### src/rtl/pixel_pkg.sv
// Shared pixel-path definitions, used by the clipper and the upstream MAC array.
//   - DEF_* : default sample/pixel geometry.
//   - pix_max(out_w)          : largest unsigned pixel value, 2^out_w - 1.
//   - round_const(frac_shift) : half-LSB constant added for round-half-up.
package pixel_pkg;

    localparam int DEF_IN_W       = 20;
    localparam int DEF_FRAC_SHIFT = 7;
    localparam int DEF_OUT_W      = 8;
    localparam int DEF_CHANNELS   = 3;
    localparam int DEF_CNT_W      = 16;

    function automatic int pix_max(input int out_w);
        return (1 << out_w) - 1;
    endfunction

    function automatic int round_const(input int frac_shift);
        return 1 << (frac_shift - 1);
    endfunction

endpackage

### src/rtl/pixel_clip_lane.sv
// One channel of the clipper, purely combinational, split across the two
// pipeline stages of the parent:
//   sample, round_en -> shifted   : S1 half (sign-extend, optional round, >>>)
//   shifted_q        -> pix,hi,lo : S2 half (clamp to 0..2^OUT_W-1 with flags)
// Ports:
//   sample    in  IN_W            signed two's-complement filter result
//   round_en  in  1               1 = round half up, 0 = truncate
//   shifted   out IN_W-FRAC_SHIFT+1  shifted value, to the S1 register
//   shifted_q in  IN_W-FRAC_SHIFT+1  registered shifted value from S1
//   pix       out OUT_W           clamped unsigned pixel
//   hi / lo   out 1               sample was clamped to max / to zero
module pixel_clip_lane
    import pixel_pkg::*;
#(
    parameter int IN_W       = DEF_IN_W,
    parameter int FRAC_SHIFT = DEF_FRAC_SHIFT,
    parameter int OUT_W      = DEF_OUT_W
) (
    input  logic [IN_W-1:0]                sample,
    input  logic                           round_en,
    output logic signed [IN_W-FRAC_SHIFT:0] shifted,
    input  logic signed [IN_W-FRAC_SHIFT:0] shifted_q,
    output logic [OUT_W-1:0]               pix,
    output logic                           hi,
    output logic                           lo
);

    localparam int EXT_W = IN_W + 1;
    localparam int SH_W  = IN_W + 1 - FRAC_SHIFT;
    // Compare width must hold both the shifted value and +PIX_MAX as signed.
    localparam int CMP_W = (SH_W > OUT_W + 1) ? SH_W : OUT_W + 2;

    localparam logic signed [EXT_W-1:0] RND   = EXT_W'(round_const(FRAC_SHIFT));
    localparam logic signed [CMP_W-1:0] MAX_S = CMP_W'(pix_max(OUT_W));

    logic signed [EXT_W-1:0] sum;
    logic signed [CMP_W-1:0] v;

    // The extra sign bit keeps max-positive + RND from wrapping negative.
    always_comb begin
        sum = {sample[IN_W-1], sample};
        if (round_en) begin
            sum = sum + RND;
        end
        shifted = SH_W'(sum >>> FRAC_SHIFT);
    end

    // NOTE: every output gets a default before the if/else so no path leaves it unassigned and no latch is inferred.
    always_comb begin
        v   = CMP_W'(shifted_q);
        lo  = 1'b0;
        hi  = 1'b0;
        pix = v[OUT_W-1:0];
        if (v < 0) begin
            lo  = 1'b1;
            pix = '0;
        end else if (v > MAX_S) begin
            hi  = 1'b1;
            pix = '1;
        end
    end

endmodule

### src/rtl/pixel_clip_pipe.sv
// Multi-channel pipelined pixel clipper on a valid/ready stream.
// S1 registers the rounded/shifted samples, S2 registers the clamped pixels
// and drives the outputs. All stages advance together whenever the output
// register is empty or being drained (adv), so in_ready is combinational.
// Ports:
//   clk, rst              clock, synchronous active-high reset
//   in_valid/in_ready     input handshake
//   in_data               CHANNELS x IN_W signed samples, ch c at [c*IN_W +: IN_W]
//   in_last               end-of-line marker, travels with the beat
//   round_en              per-beat rounding mode, consumed with the beat
//   out_valid/out_ready   output handshake
//   out_data              CHANNELS x OUT_W pixels, ch c at [c*OUT_W +: OUT_W]
//   out_last              in_last of the beat on out_data
//   clr_stats             clears both counters (wins over a same-cycle update)
//   sat_hi_cnt/sat_lo_cnt saturating counts of samples clamped to max / zero
module pixel_clip_pipe
    import pixel_pkg::*;
#(
    parameter int IN_W       = DEF_IN_W,
    parameter int FRAC_SHIFT = DEF_FRAC_SHIFT,
    parameter int OUT_W      = DEF_OUT_W,
    parameter int CHANNELS   = DEF_CHANNELS,
    parameter int CNT_W      = DEF_CNT_W
) (
    input  logic                      clk,
    input  logic                      rst,
    input  logic                      in_valid,
    output logic                      in_ready,
    input  logic [CHANNELS*IN_W-1:0]  in_data,
    input  logic                      in_last,
    input  logic                      round_en,
    output logic                      out_valid,
    input  logic                      out_ready,
    output logic [CHANNELS*OUT_W-1:0] out_data,
    output logic                      out_last,
    input  logic                      clr_stats,
    output logic [CNT_W-1:0]          sat_hi_cnt,
    output logic [CNT_W-1:0]          sat_lo_cnt
);

    localparam int SH_W  = IN_W + 1 - FRAC_SHIFT;
    localparam int ADD_W = $clog2(CHANNELS + 1);
    localparam int SUM_W = CNT_W + ADD_W;
    localparam logic [CNT_W-1:0] CNT_MAX = '1;

    logic                   adv;
    logic                   out_hs;
    logic                   s1_valid;
    logic                   s1_last;
    logic signed [SH_W-1:0] sh_d  [CHANNELS];
    logic signed [SH_W-1:0] s1_sh [CHANNELS];
    logic [OUT_W-1:0]       pix_d [CHANNELS];
    logic [CHANNELS-1:0]    hi_d;
    logic [CHANNELS-1:0]    lo_d;
    logic [CHANNELS-1:0]    s2_hi;
    logic [CHANNELS-1:0]    s2_lo;
    logic [ADD_W-1:0]       hi_add;
    logic [ADD_W-1:0]       lo_add;
    logic [SUM_W-1:0]       hi_sum;
    logic [SUM_W-1:0]       lo_sum;

    // The only stall source is a full output register that is not taken.
    assign adv      = !out_valid || out_ready;
    assign in_ready = adv;
    assign out_hs   = out_valid && out_ready;

    for (genvar c = 0; c < CHANNELS; c++) begin : g_lane
        pixel_clip_lane #(
            .IN_W       (IN_W),
            .FRAC_SHIFT (FRAC_SHIFT),
            .OUT_W      (OUT_W)
        ) u_lane (
            .sample    (in_data[c*IN_W +: IN_W]),
            .round_en  (round_en),
            .shifted   (sh_d[c]),
            .shifted_q (s1_sh[c]),
            .pix       (pix_d[c]),
            .hi        (hi_d[c]),
            .lo        (lo_d[c])
        );
    end

    // NOTE: sequential state uses non-blocking assignments so S2 always takes the pre-edge S1 contents.
    // NOTE: the per-channel S1 array is a handful of flops, not a RAM, so it is safe and cheap to reset with everything else.
    always_ff @(posedge clk) begin
        if (rst) begin
            s1_valid  <= 1'b0;
            s1_last   <= 1'b0;
            for (int c = 0; c < CHANNELS; c++) begin
                s1_sh[c] <= '0;
            end
            out_valid <= 1'b0;
            out_last  <= 1'b0;
            out_data  <= '0;
            s2_hi     <= '0;
            s2_lo     <= '0;
        end else if (adv) begin
            s1_valid <= in_valid;
            if (in_valid) begin
                s1_last <= in_last;
                for (int c = 0; c < CHANNELS; c++) begin
                    s1_sh[c] <= sh_d[c];
                end
            end
            // A bubble in S1 still moves into S2; its stale flags are never
            // counted because counting requires out_valid.
            out_valid <= s1_valid;
            out_last  <= s1_last;
            s2_hi     <= hi_d;
            s2_lo     <= lo_d;
            for (int c = 0; c < CHANNELS; c++) begin
                out_data[c*OUT_W +: OUT_W] <= pix_d[c];
            end
        end
    end

    // Per-beat clip population counts and the widened counter sums.
    always_comb begin
        hi_add = '0;
        lo_add = '0;
        for (int c = 0; c < CHANNELS; c++) begin
            hi_add = hi_add + ADD_W'(s2_hi[c]);
            lo_add = lo_add + ADD_W'(s2_lo[c]);
        end
        hi_sum = SUM_W'(sat_hi_cnt) + SUM_W'(hi_add);
        lo_sum = SUM_W'(sat_lo_cnt) + SUM_W'(lo_add);
    end

    always_ff @(posedge clk) begin
        if (rst || clr_stats) begin
            sat_hi_cnt <= '0;
            sat_lo_cnt <= '0;
        end else if (out_hs) begin
            sat_hi_cnt <= (hi_sum > SUM_W'(CNT_MAX)) ? CNT_MAX : hi_sum[CNT_W-1:0];
            sat_lo_cnt <= (lo_sum > SUM_W'(CNT_MAX)) ? CNT_MAX : lo_sum[CNT_W-1:0];
        end
    end

endmodule

### config.mk
export PLATFORM = sky130hd
export DESIGN_NAME = pixel_clip_pipe
export DESIGN_NICKNAME = d
export VERILOG_FILES = /design/src/rtl/pixel_pkg.sv /design/src/rtl/pixel_clip_lane.sv /design/src/rtl/pixel_clip_pipe.sv
export SDC_FILE = /design/constraint.sdc
export NUM_CORES = 1
export LEC_CHECK = 0
export ABC_AREA = 1
export ABC_CLOCK_PERIOD_IN_PS = 3100
export BUFFER_PORTS_ARGS = -buffer_cell sky130_fd_sc_hd__buf_2
export CAP_MARGIN = 40
export CORE_MARGIN = 4
export CORE_UTILIZATION = 55
export CTS_CLUSTER_SIZE = 12
export DETAILED_ROUTE_END_ITERATION = 16
export GPL_TIMING_DRIVEN = 1
export PLACE_DENSITY = 0.9
export RECOVER_POWER = 25
export REMOVE_ABC_BUFFERS = 1
export SYNTH_ARGS = -nofsm -noshare
export SYNTH_HDL_FRONTEND = slang
export SYNTH_SLANG_ARGS = --single-unit
### constraint.sdc
create_clock -name clk -period 3.1 [get_ports clk]
set_input_delay 0.62 -clock clk [delete_from_list [all_inputs] [get_ports clk]]
set_output_delay 0.62 -clock clk [all_outputs]
set_load 0.01 [all_outputs]
* Word level (Yosys, flattened, before mapping)
Memories as Yosys holds them, arrays and structs flattened.
Cells that the tools add are included.
** Cells by class
- Bitwise gates (word level) :: 3
- Magnitude comparators :: 8
- Muxes and demuxes :: 29
- Add/sub/neg operators :: 9
- Multiply operators :: 0
- Equal/unequal tests :: 0
- Divide/modulo/power cells :: 0
- Shifts and indexed selects :: 0
- Reductions and logical operators :: 5
** Operators with widths (number)
- 20-bit by 8-bit adder with 21-bit output (second input constant) :: 3
- 21-bit two-way mux :: 3
- 8-bit two-way mux :: 6
- 14-bit by 9-bit > comparator with 1-bit output (second input constant) :: 3
- 14-bit by 1-bit < comparator with 1-bit output (second input constant) :: 3
- 14-bit two-way mux :: 3
- 16-bit by 2-bit adder with 17-bit output :: 2
- 17-bit by 16-bit > comparator with 1-bit output (second input constant) :: 2
- 16-bit two-way mux :: 2
- 1-bit two-way mux :: 15
- 1-bit by 1-bit adder with 2-bit output :: 2
- 2-bit by 1-bit adder with 2-bit output :: 2
- 1-bit bitwise OR :: 3
- 1-bit logical OR :: 2
- 2-bit AND reduction :: 1
- 1-bit logical AND :: 1
- 1-bit logical NOT :: 1
** Storage, ports and cells
- Latch bits :: 0
- Bits in registers :: 66
- Memories :: 1
- Memory bits (writable) :: 42
- Output and inout bits :: 59
- Input port bits :: 67
- Memory bits (read-only) :: 0
- Word-level logic and storage cells :: 64
** Memory list
- s1_sh :: words 3, bits a word 14, read ports 3, clocked after memory_dff 0, wr ports 3, RTL line pixel_clip_pipe.sv:51 : logic signed [SH_W-1:0] s1_sh [CHANNELS];

* Longest topological paths before layout
- Depth in word-level cells :: 6
- Mapped depth :: 13
- Mapped depth without buffers :: 13

* Cells and area by module
Synthesis repeated with hierarchy kept, for this count alone.
** Second synthesis, totals
- Cell total of the unflattened synthesis :: 858
- Area, all modules :: 6185.9 um^2
** Modules (own cells, without submodules)
- pixel_clip_pipe :: sequential area each 2582.5 um^2, cells each 597, area each 4872.2 um^2, times used 1
- pixel_clip_lane :: sequential area each 0.0 um^2, cells each 87, area each 437.9 um^2, times used 3

* Least setup slack after synthesis
Ideal clock, no wire load.
- Path type :: register -> register
- From :: register sat_lo_cnt[0]
- To :: register sat_lo_cnt[11]
- Buffers on the path :: 0
- Slack :: 0.780 ns
- Required time :: 3.030 ns
- Cell stages (with the launch flop) :: 12
- Arrival time :: 2.250 ns
- Library setup time :: 0.070 ns
- Period minus slack after synthesis :: 2.320 ns
- Cell sequence :: dfxtp_1 -> fa_1 -> ha_1 -> inv_1 -> fa_1 -> inv_1 -> nand2_1 -> nor2_2 -> nand4_4 -> nor2_4 -> nand2_2 -> a21oi_1
** Between the ends
- Longest elaborated chain between the ends :: 3
** Ends and longest elaborated chain
- from (decl) :: RTL line pixel_clip_pipe.sv:38 : output logic [CNT_W-1:0] sat_lo_cnt
- from (signal assigned) :: RTL line pixel_clip_pipe.sv:135 : sat_lo_cnt <= (lo_sum > SUM_W'(CNT_MAX)) ? CNT_MAX : lo_sum[CNT_W-1:0];
- 16-bit by 2-bit adder with 17-bit output (*) :: RTL line pixel_clip_pipe.sv:126 : lo_sum = SUM_W'(sat_lo_cnt) + SUM_W'(lo_add);
- 17-bit by 16-bit > comparator with 1-bit output :: RTL line pixel_clip_pipe.sv:135
- 16-bit two-way mux (*) :: RTL line pixel_clip_pipe.sv:135
Mark *: on every way between the ends. The rest lies on a longest branch, timed or not.
A chain may end at the register's enable or synchronous reset.

==> metrics.yaml <==
via_per_inst: 5.22
slew_headroom: 0.227
grt_usage: 0.214
cpPeakStageDelay_ns: 0.86
cp-start-kind: "input pin"
fmax_mhz: 366
diodes: 0
synth.area.top_cells: "dfxtp_1 23%, edfxtp_1 22%, nand2_1 11%, nor2_1 6.7%, o21ai_0 6.6%"
finalClockSkew_ns: 0.00822
rr_endpoint: "sat_lo_cnt[2]"
synth_cell_types: 35
cts_root_buf: "clkbuf_8"
syn_area_um2: 5670
core_um2: 9910
worstMarginPinSlew_ns: 1.16
grt_first_pass_wirelength_um: 20700
first_iter_violations: 313
grt_max_degree: 29
syn_to_final_growth_pct: 13.7
hold_path.startpoint: "out_data[11]"
crit_path_cell_trace: "clkbuf_1, nor2_2, inv_1, a21oi_1, o21a_1"
numPortBuffers: 107
gp_congestion: 0.846
run_status: "finished, final reports clean"
setup_viol: 0
synth-main-ff-cell: "dfxtp_1"
crit_type: "input pin to flip-flop"
clkLatencyLatePin_ns: 0.36
drc: 0
required_ns: 3.33
cts_setup_buffers: 0
holdPathEnd: "out_data[11]"
power_mw: 2.86
netlist_instances: 744
ctsLongestPathBuffers: 2
finalNonFillerCells: 987
setup_tns_ns: 0
synth_top_area_cell: "dfxtp_1"
ant_nets: 0
drive_above_1_share: 0.131
antenna_found_initial: 0
r2r_start: "sat_lo_cnt[0]"
ys_seq_elements: 108
min_period_ns: 2.73
cts_inserted_buffers: 9
synthMostInstantiatedCell: "nand2_1"
end_kind: "flip-flop"
path_clk_slew_ns: 0.10
crit_arrival_ns: 2.96
maxSlewViolCount: 0
max-cap-violations: 0
fin_crit_sh: 0.882
io_pins: 126
synth_common_cells: "164 x nand2_1, 101 x nor2_1, 75 x inv_1, 75 x o21ai_0, 68 x a21oi_1"
dpl_cell_area_um2: 6290
wl_per_cell_um: 12.8
rsz0062_at_grt: "no"
start_util: 0.572
rrSetupSlack_ns: 0.53
htree_num_levels: 3
path_delay_family: "buffers and inverters"
yosysSeqAreaShare: 0.456
vias: 5157
worst_path_max_delay_cell: "nor2_2"
yosys_warnings: 0
hold_path_class: "flip-flop to flip-flop"
hold_buffers: 0
grt_pass1_vias: 4538
cp.buffers_inverters: 2
power-per-cell-area_nw_per_um2: 443
p_leak_nw: 2.74
cp_max_fo: 23
die_w_um: 110
nets: 927
rows: 36
first_pass_iters: 5
async_flop_share: 0
hold_viol_final: 0
vdd_ir_drop_max_v: 0.000289
die_area_um2: 12000
cts_resized: 0
cts_sinks: 108
fp.dieH_um: 110
grt.overflow.total: 0
whs_path_depth: 2
drt_wl_total_um: 12700
place_hpwl_um: 9460
ff2ff_path_depth: 11
netlist.area_leader.share: 0.233
design_area_um2: 6450
crit_cells: 5
cts_tree: "done"
synth_edf_count: 42
placed_cells: 971
avgSynthCellArea_um2: 7.62
==> state kept, by name (all words and copies together), names as in the netlist <==
name / flops
out_data: 24
out_last: 1
out_valid: 1
s1_last: 1
s1_sh: 42
s1_valid: 1
s2_hi: 3
s2_lo: 3
sat_hi_cnt: 16
sat_lo_cnt: 16
==> worst reg2reg max path, delay by kind of cell (launching register included) <==
| family | cells | cell delay, ns |
|---|---|---|
| flops | 1 | 0.35 |
| buf+inv | 2 | 0.14 |
| fa+ha+maj | 3 | 1.16 |
| simple gates | 5 | 0.67 |
| compound gates | 1 | 0.17 |
==> final cells by class <==
| type | count | area [um2] |
|---|---|---|
| Fill cell | 900 | 3460 |
| Multi-Input combinational cell | 534 | 2650 |
| Sequential cell | 108 | 2580 |
| Timing Repair Buffer | 115 | 541 |
| Inverter | 81 | 304 |
| Tap cell | 133 | 166 |
| Clock buffer | 11 | 131 |
| Clock inverter | 5 | 76.3 |
==> per-layer routing <==
layer / global-route usage / part of all wire / vias up
met3: 0.0435 / 0.082 / 15
li1: - / - / 2662
met5: 0 / 0 / -
met2: 0.363 / 0.47 / 149
met4: 0.0632 / 0.012 / 0
met1: 0.276 / 0.44 / 2331
==> how the worst max path moves through the flow <==
| stage | startpoint | endpoint | slack (ns) |
|---|---|---|---|
| 6_report | rst | s1_sh[0][38] | 0.37 |
| 5_1_grt | rst | s1_sh[0][32] | 0.20 |
| 4_1_cts | sat_lo_cnt[0] | sat_lo_cnt[3] | 0.54 |
| 3_5_place_dp | out_ready | s1_sh[0][38] | 0.30 |
| 3_3_place_gp | out_ready | s1_sh[0][38] | 0.33 |
| 2_1_floorplan | sat_lo_cnt[0] | sat_lo_cnt[11] | 0.75 |
==> power by group <==
part           switching [mW]  internal [mW]  total, mW
Sequential             0.0468           1.57       1.62
Clock                   0.446          0.452      0.897
Combinational           0.223          0.121      0.344
Total                   0.716           2.14       2.86
==> cell usage in the layout (no fill, tap or decap) <==
master | synthesis | layout
a21oi_1 | 68 | 68
or2_2 | 3 | 3
bufinv_16 | 0 | 2
buf_2 | 4 | 66
clkinvlp_2 | 0 | 1
a211oi_1 | 1 | 1
nand3b_1 | 3 | 3
edfxtp_1 | 42 | 42
xnor2_1 | 2 | 2
xor2_1 | 17 | 17
nor2_1 | 101 | 101
nand4_4 | 2 | 2
o21ai_0 | 75 | 75
nand4_1 | 11 | 11
nor3_1 | 21 | 21
o21bai_1 | 1 | 1
clkbuf_8 | 0 | 9
nand2_2 | 5 | 5
inv_1 | 75 | 75
nand3_2 | 1 | 1
nor2_2 | 6 | 6
dfxtp_1 | 66 | 66
fa_1 | 4 | 4
nor2_4 | 3 | 3
o21a_1 | 2 | 2
a22oi_1 | 2 | 2
nor3b_1 | 2 | 2
clkinvlp_4 | 0 | 1
o21ai_1 | 1 | 1
nand3_1 | 30 | 30
inv_2 | 5 | 5
clkinv_1 | 1 | 2
o21ai_2 | 1 | 1
or2_1 | 1 | 1
nand2_1 | 164 | 164
ha_1 | 7 | 7
buf_4 | 2 | 7
clkbuf_1 | 9 | 44
==> cell families (layout without fill, tap and decap cells) <==
kind of cell             Yosys count  count (layout)  synth area share
buffers and inverters            102             212            0.0777
AND/OR/NAND/NOR                  353             353             0.271
adder cells (fa/ha/maj)           11              11            0.0296
XOR/XNOR                          19              19            0.0294
AO/OA/AOI/OAI                    151             151             0.137
flip-flops                       108             108             0.456
==> stage by stage <==
stage                     hold slack [ns]  worst slack [ns]  utilization
after floorplan                     0.419             0.746            -
after global placement              0.435             0.331        0.635
after detailed placement            0.454             0.302        0.635
after CTS                           0.465             0.541        0.656
after global routing                0.494             0.202        0.651
final                               0.470             0.367        0.651
Power figures use the tool's default switching activity.
